[config.mk]
export PLATFORM = sky130hd
export DESIGN_NAME = dlfloat_pair_loader
export DESIGN_NICKNAME = d
export VERILOG_FILES = /design/src/rtl/dlfloat_pkg.sv /design/src/rtl/dlfloat_pair_fifo.sv /design/src/rtl/dlfloat_pair_loader.sv
export SDC_FILE = /design/constraint.sdc
export NUM_CORES = 1
export LEC_CHECK = 0
export CELL_PAD_IN_SITES_DETAIL_PLACEMENT = 1
export CELL_PAD_IN_SITES_GLOBAL_PLACEMENT = 1
export CORE_MARGIN = 5
export CORE_UTILIZATION = 40
export DETAILED_ROUTE_END_ITERATION = 8
export PLACE_DENSITY_LB_ADDON = 0.08
export SKIP_LAST_GASP = 1
export SYNTH_ARGS = -nofsm -noshare
export SYNTH_HDL_FRONTEND = slang
export SYNTH_SLANG_ARGS = --single-unit
[constraint.sdc]
create_clock -name clk -period 6.4 [get_ports clk]
set_input_delay 1.28 -clock clk [delete_from_list [all_inputs] [get_ports clk]]
set_output_delay 1.28 -clock clk [all_outputs]
set_load 0.05 [all_outputs]
[src/rtl/dlfloat_pkg.sv]
// DLFloat shared types and helpers for the MAC feeder path.
// Word layout: sign, 6-bit exponent (bias 31), 9-bit mantissa.
package dlfloat_pkg;

  localparam int EXP_W = 6;
  localparam int MAN_W = 9;
  localparam int BIAS  = 31;

  localparam logic [15:0] DLF_ZERO        = 16'h0000;
  localparam logic [14:0] DLF_SPECIAL_MAG = 15'h7FFF;

  typedef struct packed {
    logic             sign;
    logic [EXP_W-1:0] exp;
    logic [MAN_W-1:0] mant;
  } dlf_t;

  typedef struct packed {
    dlf_t a;
    dlf_t b;
    logic last;
    logic special;
  } pair_t;

  typedef enum logic {
    S_A = 1'b0,
    S_B = 1'b1
  } ld_state_t;

  function automatic dlf_t dlf_ftz(input dlf_t w);
    if (w.exp == '0)
      return dlf_t'(DLF_ZERO);
    return w;
  endfunction

  function automatic logic dlf_is_special(input dlf_t w);
    return {w.exp, w.mant} == DLF_SPECIAL_MAG;
  endfunction

endpackage

[src/rtl/dlfloat_pair_fifo.sv]
// First-word fall-through FIFO of operand pairs.
// The head is forced to zero whenever the FIFO is empty.
module dlfloat_pair_fifo
  import dlfloat_pkg::*;
#(
  parameter int DEPTH = 4,
  parameter int CNT_W = $clog2(DEPTH+1)
) (
  input  logic             clk,
  input  logic             rst,
  input  logic             push,
  input  pair_t            push_data,
  input  logic             pop,
  output pair_t            head,
  output logic             valid,
  output logic [CNT_W-1:0] count
);

  localparam int PTR_W = (DEPTH > 1) ? $clog2(DEPTH) : 1;
  localparam logic [PTR_W-1:0] LAST_PTR = PTR_W'(DEPTH-1);

  pair_t            mem [DEPTH];
  logic [PTR_W-1:0] wr_ptr;
  logic [PTR_W-1:0] rd_ptr;
  logic             do_pop;

  assign valid  = (count != '0);
  assign do_pop = pop & valid;
  assign head   = valid ? mem[rd_ptr] : '0;

  function automatic logic [PTR_W-1:0] nxt(
    input logic [PTR_W-1:0] p
  );
    return (p == LAST_PTR) ? '0 : p + 1'b1;
  endfunction

  always_ff @(posedge clk) begin
    if (push)
      mem[wr_ptr] <= push_data;
  end

  always_ff @(posedge clk or negedge rst) begin
    if (!rst) begin
      wr_ptr <= '0;
      rd_ptr <= '0;
      count  <= '0;
    end else begin
      if (push)
        wr_ptr <= nxt(wr_ptr);
      if (do_pop)
        rd_ptr <= nxt(rd_ptr);
      unique case ({push, do_pop})
        2'b10:   count <= count + 1'b1;
        2'b01:   count <= count - 1'b1;
        default: count <= count;
      endcase
    end
  end

endmodule

[src/rtl/dlfloat_pair_loader.sv]
// Pairs a DLFloat word stream into sanitised (A, B) operands
// and buffers them for the MAC.
module dlfloat_pair_loader
  import dlfloat_pkg::*;
#(
  parameter int DEPTH = 4,
  parameter int CNT_W = $clog2(DEPTH+1),
  parameter int FTZ   = 1
) (
  input  logic             clk,
  input  logic             rst,
  input  logic             in_valid,
  output logic             in_ready,
  input  logic [15:0]      in_data,
  input  logic             in_last,
  input  logic             in_flush,
  output logic             pair_valid,
  input  logic             pair_ready,
  output logic [15:0]      pair_a,
  output logic [15:0]      pair_b,
  output logic             pair_last,
  output logic             pair_special,
  output logic [CNT_W-1:0] fifo_count,
  output logic             err_odd
);

  ld_state_t state, state_nxt;
  dlf_t      a_hold;
  dlf_t      san;
  pair_t     push_data;
  pair_t     head;
  logic      accept;
  logic      push;
  logic      a_load;
  logic      odd_set;
  logic      room;

  assign san = (FTZ != 0) ? dlf_ftz(dlf_t'(in_data))
                          : dlf_t'(in_data);

  // Same-cycle pop frees a slot for the B word.
  assign room = (fifo_count < CNT_W'(DEPTH))
              | (pair_valid & pair_ready);

  assign push_data = '{
    a:       a_hold,
    b:       san,
    last:    in_last,
    special: dlf_is_special(a_hold) | dlf_is_special(san)
  };

  always_ff @(posedge clk or negedge rst) begin
    if (!rst)
      state <= S_A;
    else
      state <= state_nxt;
  end

  always_comb begin
    state_nxt = state;
    if (in_flush)
      state_nxt = S_A;
    else
      unique case (state)
        S_A: if (accept & !in_last) state_nxt = S_B;
        S_B: if (accept)            state_nxt = S_A;
        default:                    state_nxt = S_A;
      endcase
  end

  always_comb begin
    in_ready = 1'b0;
    push     = 1'b0;
    a_load   = 1'b0;
    odd_set  = 1'b0;
    unique case (state)
      S_A: in_ready = rst & !in_flush;
      S_B: in_ready = rst & !in_flush & room;
      default: in_ready = 1'b0;
    endcase
    accept = in_valid & in_ready;
    unique case (state)
      S_A: begin
        a_load  = accept & !in_last;
        odd_set = accept & in_last;
      end
      S_B: push = accept;
      default: ;
    endcase
  end

  always_ff @(posedge clk or negedge rst) begin
    if (!rst) begin
      a_hold  <= '0;
      err_odd <= 1'b0;
    end else begin
      err_odd <= odd_set;
      if (in_flush)
        a_hold <= '0;
      else if (a_load)
        a_hold <= san;
    end
  end

  dlfloat_pair_fifo #(
    .DEPTH (DEPTH),
    .CNT_W (CNT_W)
  ) u_fifo (
    .clk       (clk),
    .rst       (rst),
    .push      (push),
    .push_data (push_data),
    .pop       (pair_ready),
    .head      (head),
    .valid     (pair_valid),
    .count     (fifo_count)
  );

  assign pair_a       = head.a;
  assign pair_b       = head.b;
  assign pair_last    = head.last;
  assign pair_special = head.special;

endmodule

Word-level counts from Yosys, hierarchy flattened --
Memories as Yosys holds them, arrays and structs flattened. Index checks and enable logic that the tools add are counted.
Cells by class: bitwise gates (word level) 9, $lt $le $gt $ge 1, reduce and logical (&&, ||, !) cells 6, equality and inequality tests 6, mux-type cells 19, add/sub/neg operators 4
Operator list (number):
- 16-bit 2-to-1 mux | 4
- 34-bit 2-to-1 mux | 1
- 15-bit equality test (second input constant) | 2
- 1-bit 2-to-1 mux | 9
- 1-bit AND | 6
- 2-bit equality test (second input constant) | 3
- 6-bit zero test | 1
- 3-bit case mux with 2 select lines | 1
- 2-bit by 1-bit adder with 2-bit output (second input constant) | 2
- 2-bit 2-to-1 mux | 2
- 1-bit case mux with 2 select lines | 2
- 2-bit nonzero test | 2
- 3-bit by 1-bit adder with 3-bit output (second input constant) | 1
- 3-bit less-than comparator (second input constant) | 1
- 3-bit nonzero test | 1
- 3-bit by 1-bit subtractor with 3-bit output (second input constant) | 1
- 2-bit by 1-bit equality test with 1-bit output (second input constant) | 1
- 1-bit zero test | 2
- 1-bit OR | 2
- 1-bit inverter | 1
Word-level totals: bits in registers 25, bits in writable memories 136, input bits 22, word-level logic and storage cells 54, output and inout bits 40, memories 1
Memory list:
- u_fifo.mem | depth 4, bits a word 34, read ports 1, clocked after memory_dff 0, wr ports 1, RTL line dlfloat_pair_fifo.sv:22 | pair_t mem [DEPTH];

Depth between registers and ports, before layout --
Gate-level depths: netlist of run 1.
depth in word-level cells 10, gate-level depth with buffers 9, mapped depth without buffers 9

Cells and area by module --
From an unflattened synthesis of run 1, not the netlist that was laid out.
Unflattened totals: cell total of the unflattened synthesis 355, area, all modules 6560.0 um^2
By module, submodules not included:
- dlfloat_pair_fifo | area an instance 5580.4 um^2, times used 1, cells each 254
- dlfloat_pair_loader | area an instance 979.7 um^2, times used 1, cells each 101

Worst setup path before layout of run 1 --
Ideal clock, no wire load.
path type in2out, start input port in_flush, end output port in_ready, path slack 2.954 ns, path buffers 0, arrival time 2.166 ns, cell stages on the path 2, data required time 5.120 ns, path through nand2b_1 a21oi_1
On the way: longest elaborated chain between the ends 4
Ends and longest elaborated chain:
- start: declaration | RTL line dlfloat_pair_loader.sv:16 | input logic in_flush,
- 1-bit zero test * | RTL line dlfloat_pair_loader.sv:77, dlfloat_pair_loader.sv:78
- 1-bit AND * | RTL line dlfloat_pair_loader.sv:77, dlfloat_pair_loader.sv:78
- 1-bit AND | RTL line dlfloat_pair_loader.sv:78 | S_B: in_ready = rst & !in_flush & room;
- 1-bit case mux with 2 select lines * | RTL line dlfloat_pair_loader.sv:76 | unique case (state)
- end: declaration | RTL line dlfloat_pair_loader.sv:13 | output logic in_ready,
Every way passes the cells marked *; elsewhere a longest branch is shown, timed or not.

Worst setup path in the final report of run 1 --
start input port rst, end output port in_ready
On the way: longest elaborated chain between the ends 3
Ends and longest elaborated chain:
- start: declaration | RTL line dlfloat_pair_loader.sv:11 | input logic rst,
- 1-bit AND * | RTL line dlfloat_pair_loader.sv:77, dlfloat_pair_loader.sv:78
- 1-bit AND | RTL line dlfloat_pair_loader.sv:78
- 1-bit case mux with 2 select lines * | RTL line dlfloat_pair_loader.sv:76
Marked as above.

==> results.py, run 1 <==
metrics = {
    "timing": {
        "setup_viol_count_final": 0,
        "drv_slew": 0,
        "rsz0062_at_grt": "no",
        "hold_ws_ns": 0.519,
        "min_period_over_period": 0.739,
        "period_needed_ns": 4.73,
        "relSlewSlack": 0.404,
        "worst_pin_slew_ns": 0.894,
        "hold_viol": 0,
        "tns_ns": 0,
        "skew_ns": 0.00709,
        "setup_ws_ns": 1.67,
        "fmax_ghz": 0.211,
    },
    "cts": {
        "clock_sinks": 161,
        "cts_hold_buf": 0,
        "clkTransAtPathRegs_ns": 0.06,
        "post-cts-setup-buffers": 0,
        "root_buffer": "clkbuf_16",
        "cts_tree": "yes",
        "htree_levels": 4,
        "insertion_delay_ns": 0.42,
        "clockBufferDepth": 2,
        "cts_buffers": 17,
        "cts_resized": 0,
    },
    "drt": {
        "detail_route.wl_per_cell_um": 21.3,
        "firstDrtPassIters": 7,
        "via_count": 3302,
        "drcViolationCount": 0,
        "via_per_inst": 5.18,
        "antenna_left": 0,
        "wl_um": 13600,
        "drt-initial-drc-count": 200,
    },
    "place": {
        "dp_hpwl_um": 8410,
        "dpl_cell_area_mm2": 0.00734,
        "io_buffers": 61,
        "dp_slack_ns": 1.66,
        "gp_congestion": 0.730,
    },
    "global_route": {
        "grt-ovfl-total": 0,
        "antenna_found_initial": 0,
        "grt_max_degree": 37,
        "grt_pass1_wl_um": 21400,
        "grt_pass1_vias": 3606,
        "grt_usage": 0.157,
    },
    "logic_synthesis": {
        "syn_area_per_cell_um2": 19.0,
        "ys_async_sr_fraction": 0.155,
        "synth_area_leaders": "edfxtp_1, mux4_2, dfrtp_1, and2_1, a32o_1",
        "synth.largest_area_cell": "edfxtp_1",
        "synth_ff_type": "edfxtp_1",
        "synth_warnings": 0,
        "yosysTopAreaCellShare": 0.626,
        "synth_edf_count": 136,
        "ys_ff_latch": 161,
        "synth.top_cells.by_count": "edfxtp_1, and2_1, mux4_2",
        "synth_nets": 372,
        "yosysMostFrequentCell": "edfxtp_1",
        "synth_cell_types": 34,
        "synth_cells": 343,
        "synth_area_mm2": 0.00652,
        "yosysSeqAreaShare": 0.722,
    },
    "worst_setup_path": {
        "crit_arrival_ns": 3.45,
        "slowest_delay_ns": 0.85,
        "endpoint_kind": "output port",
        "path_cells": "clkdlybuf4s50_1 > buf_4 > nand2b_1 > a21oi_1 > clkdlybuf4s50_1",
        "timing_worst_setup_path_type": "in -> out",
        "worst_path_most_repeated_cell": "clkdlybuf4s50_1",
        "startpoint_type": "primary input",
        "critical_path_required_ns": 5.12,
        "cpMaxStageDelayCell": "clkdlybuf4s50_1",
        "cp_max_fo": 22,
    },
    "run_status": {
        "status": "finished clean",
    },
    "layout": {
        "layout.nets": 438,
        "drive_gt1_frac": 0.197,
        "fin_area_mm2": 0.00793,
        "diodes": 0,
        "syn_to_final_growth_pct": 21.6,
    },
    "power": {
        "powerDensity_mw_per_mm2": 461,
        "vdd_drop_max_v": 0.000207,
        "p_leak_nw": 2.75,
    },
    "die": {
        "core-area_mm2": 0.0159,
        "initial_core_util": 0.409,
        "die_w_um": 138,
        "boundaryPins": 62,
        "dieArea_mm2": 0.0190,
        "num_rows": 46,
        "die_y_um": 138,
    },
    "job": {
        "maxCapViolCount": 0,
    },
    "hold_path": {
        "hold_class": "reg -> reg",
    },
}
## layout by cell type (no fill, tap or decap), types with 2 or more instances in the layout
master and instances:
edfxtp_1 136, clkdlybuf4s50_1 61, and2_1 48, mux4_2 34, dfrtp_1 24, clkbuf_16 17, buf_4 9, a32o_1 8
nor3b_1 8, inv_1 6, nand4_1 6, a21o_1 6, ha_1 6, clkinv_2 6, nor2_1 5, nand2_1 4
nor4_1 3, a31o_2 3, clkinv_4 3, bufinv_16 3, a21oi_1 2, o21ai_0 2, mux2_4 2, mux2_1 2
xor2_1 2
## cell type report
cell class              count  area (um2)
well taps                 216         270
clock inverters            15         166
multi-input cells         153        1650
clock buffers              17         425
inverters                   6        22.5
flip-flops and latches    161        4710
repair buffers             70         678
fillers                  1499        8020
## stage by stage
| step | power [W] | cells | utilization |
|---|---|---|---|
| floorplan | 0.00227 | 343 | - |
| global placement | 0.00269 | 606 | 0.460 |
| detailed placement | 0.00270 | 606 | 0.460 |
| CTS | 0.00372 | 638 | 0.497 |
| global route | 0.00382 | 638 | 0.497 |
| finish | 0.00366 | 638 | 0.497 |
## state kept, by name (all words and copies together) (netlist names)
name	count
err_odd	1
u_fifo.rd_ptr	2
a_hold	16
u_fifo.mem	136
state	1
u_fifo.wr_ptr	2
u_fifo.count	3
## logic make-up (layout without fill, tap and decap cells)
group	after synthesis	after routing	share of synthesized area
flops	161	161	0.722
buf+inv	29	108	0.0242
simple gates	84	84	0.0833
xor+xnor	3	3	0.00403
compound gates	21	21	0.0263
mux	38	38	0.125
fa+ha+maj	7	7	0.0146
## worst paths after layout
kind | start | endpoint | slack [ns] | cells past startpoint
worst max-delay path | rst | in_ready | 1.67 | 5
worst min-delay path | u_fifo.count[0]$_DFFE_PN0P_ | u_fifo.count[0]$_DFFE_PN0P_ | 0.52 | 1
worst max register to register | u_fifo.count[2]$_DFFE_PN0P_ | u_fifo.mem[1][10]$_DFFE_PP_ | 3.89 | 4
worst min register to register | u_fifo.count[0]$_DFFE_PN0P_ | u_fifo.count[0]$_DFFE_PN0P_ | 0.52 | 1
max in group asynchronous | rst | a_hold[0]$_DFFE_PN0P_ | 4.66 | 2
min in group asynchronous | rst | u_fifo.count[2]$_DFFE_PN0P_ | 1.13 | 1
## critical path, delay by kind of cell
kind | cells | cell delay (ns)
buffers and inverters | 3 | 1.89
AOI/OAI and AO/OA | 1 | 0.19
and+or+nand+nor | 1 | 0.09
## metal layers
| metal | vias to the layer above | routed length, um | share of wire | global-route usage |
|---|---|---|---|---|
| li1 | 1479 | - | - | - |
| met1 | 1747 | 6150 | 0.45 | 0.206 |
| met2 | 60 | 6770 | 0.50 | 0.252 |
| met3 | 16 | 510 | 0.038 | 0.0449 |
| met4 | 0 | 166 | 0.012 | 0.0516 |
| met5 | - | 0 | 0 | 0 |
## power breakdown
part / internal (W) / switching [W] / total [W]
Clock: 0.000610 / 0.000402 / 0.00101
Sequential: 0.00116 / 0.0000879 / 0.00125
Combinational: 0.000565 / 0.000833 / 0.00140
Total: 0.00234 / 0.00132 / 0.00366
Power figures use the tool's default switching activity.
==> run 2, diff against run 1 <==
==> constraint.sdc (replaced) <==
create_clock -name clk -period 4.8 [get_ports clk]
set_input_delay 0.96 -clock clk [delete_from_list [all_inputs] [get_ports clk]]
set_output_delay 0.96 -clock clk [all_outputs]
set_load 0.05 [all_outputs]
==> run 2 against run 1 <==
  * Core utilization grew 0.18 points
  * Combinational power grew 37%
  * Largest power group unchanged
  * Global-route usage is essentially flat
  * Register-to-register slack lost 1.3 ns
  * Wire length shrank 0.24%
  * Critical path type is now reg -> out
  * Critical endpoint is now pair_a[13]
  * Clock skew is essentially flat
  * Clock power grew 33%
  * Power grew 34%
  * Highest routed layer unchanged
==> results.py, run 2 (same netlist as run 1, synthesis figures left out) <==
metrics = {
    "run_status": {
        "status": "finished clean",
    },
    "layout": {
        "diodes": 0,
        "nFillCells": 1483,
        "reg_top3": "u_fifo.mem (136), a_hold (16), u_fifo.count (3)",
        "mostFrequentLayoutCells": "edfxtp_1, clkdlybuf4s50_1, and2_1, mux4_2, dfrtp_1",
        "final_common_cell": "edfxtp_1",
        "final_core_util": 0.499,
        "largest-register": "u_fifo.mem",
        "largest_register_ffs": 136,
        "drive_gt1_frac": 0.189,
        "syn_to_final_growth_pct": 22.0,
        "layout.nets": 439,
    },
    "timing": {
        "skew_ns": 0.00727,
        "period_needed_ns": 3.73,
        "fmax_ghz": 0.268,
        "min_period_over_period": 0.778,
        "setup_viol_count_final": 0,
        "drv_slew": 0,
        "hold_viol": 0,
        "setup_ws_ns": 1.07,
        "relSlewSlack": 0.523,
        "hold_ws_ns": 0.526,
        "worst_pin_slew_ns": 0.715,
        "tns_ns": 0,
        "rsz0062_at_grt": "no",
    },
    "global_route": {
        "grt_pass1_vias": 3691,
        "grt_pass1_wl_um": 21700,
        "grt_usage": 0.157,
        "antenna_found_initial": 0,
        "grt_max_degree": 37,
        "grt-ovfl-total": 0,
    },
    "worst_setup_path": {
        "ff2ff_setup_slack_ns": 2.60,
        "cp_max_fo": 26,
        "endpoint_kind": "output port",
        "timing_worst_setup_path_type": "reg -> out",
        "reg2reg_to": "u_fifo.count[2]$_DFFE_PN0P_",
        "startpoint_type": "flip-flop",
        "reg2reg_depth": 9,
        "crit_arrival_ns": 2.77,
        "critical_path_required_ns": 3.84,
        "r2r-start": "u_fifo.count[0]$_DFFE_PN0P_",
    },
    "die": {
        "dieArea_mm2": 0.0190,
        "boundaryPins": 62,
        "initial_core_util": 0.409,
        "die_w_um": 138,
        "num_rows": 46,
        "die_y_um": 138,
        "core-area_mm2": 0.0159,
    },
    "cts": {
        "clock_sinks": 161,
        "post-cts-setup-buffers": 0,
        "cts_buffers": 17,
        "cts_hold_buf": 0,
        "clkTransAtPathRegs_ns": 0.06,
        "htree_levels": 4,
        "root_buffer": "clkbuf_16",
        "clockBufferDepth": 2,
        "cts_resized": 0,
        "cts_tree": "yes",
        "insertion_delay_ns": 0.42,
    },
    "hold_path": {
        "whs_path_depth": 1,
        "hold_class": "reg -> reg",
        "holdCritStartpoint": "u_fifo.count[2]$_DFFE_PN0P_",
        "whs_endpoint": "u_fifo.count[2]$_DFFE_PN0P_",
    },
    "drt": {
        "drt-initial-drc-count": 186,
        "drcViolationCount": 0,
        "via_count": 3307,
        "antenna_left": 0,
        "firstDrtPassIters": 4,
        "detail_route.wl_per_cell_um": 21.2,
        "via_per_inst": 5.18,
        "wl_um": 13600,
    },
    "power": {
        "vdd_drop_max_v": 0.000265,
        "p_total_w": 0.00489,
        "p_leak_nw": 2.75,
        "powerDensity_mw_per_mm2": 615,
    },
    "place": {
        "gp_congestion": 0.662,
        "io_buffers": 61,
        "dp_slack_ns": 1.19,
        "dp_hpwl_um": 8180,
    },
    "job": {
        "maxCapViolCount": 0,
    },
}
## run 2: report_power, final
group          internal, W  switching (W)  total (W)
sequential         0.00155      0.0000784    0.00163
combinational     0.000775        0.00115    0.00192
clock             0.000827       0.000516    0.00134
## run 2: how the worst max path moves through the flow
stage,from,endpoint,depth (start not counted)
6_report,u_fifo.rd_ptr[0]$_DFFE_PN0P_,pair_a[13],4
5_1_grt,u_fifo.rd_ptr[0]$_DFFE_PN0P_,pair_a[8],4
4_1_cts,u_fifo.rd_ptr[0]$_DFFE_PN0P_,pair_a[8],4
3_5_place_dp,rst,u_fifo.mem[3][22]$_DFFE_PP_,6
3_3_place_gp,in_flush,in_ready,5
2_1_floorplan,in_flush,in_ready,2
## run 2: routing by layer
metal / vias to the layer above / routed length [um] / share of wire / track usage
met5: - / 0 / 0 / 0
met4: 0 / 218 / 0.016 / 0.0565
met3: 17 / 471 / 0.035 / 0.0347
met2: 65 / 6960 / 0.51 / 0.258
met1: 1744 / 5920 / 0.44 / 0.207
li1: 1481 / - / - / -
## run 2: through the flow
stage / cell area (um2) / instances
floorplan: 6520 / 343
global placement: 7370 / 607
detailed placement: 7370 / 607
CTS: 7960 / 639
global route: 7960 / 639
finish: 7960 / 639
## run 2: critical path, stage by stage (launching register included)
cell and delay (ns):
dfrtp_2 0.62, buf_12 0.30, mux4_2 0.55, and2_1 0.17
clkdlybuf4s50_1 0.70
## run 2: cell type report
cell class,count,area (um2),share of cell area
Clock buffer,21,450,0.0566
Clock inverter,11,138,0.0173
Inverter,6,22.5,0.00283
Multi-Input combinational cell,153,1650,0.208
Sequential cell,161,4710,0.592
Tap cell,216,270,0.0340
Timing Repair Buffer,71,711,0.0893
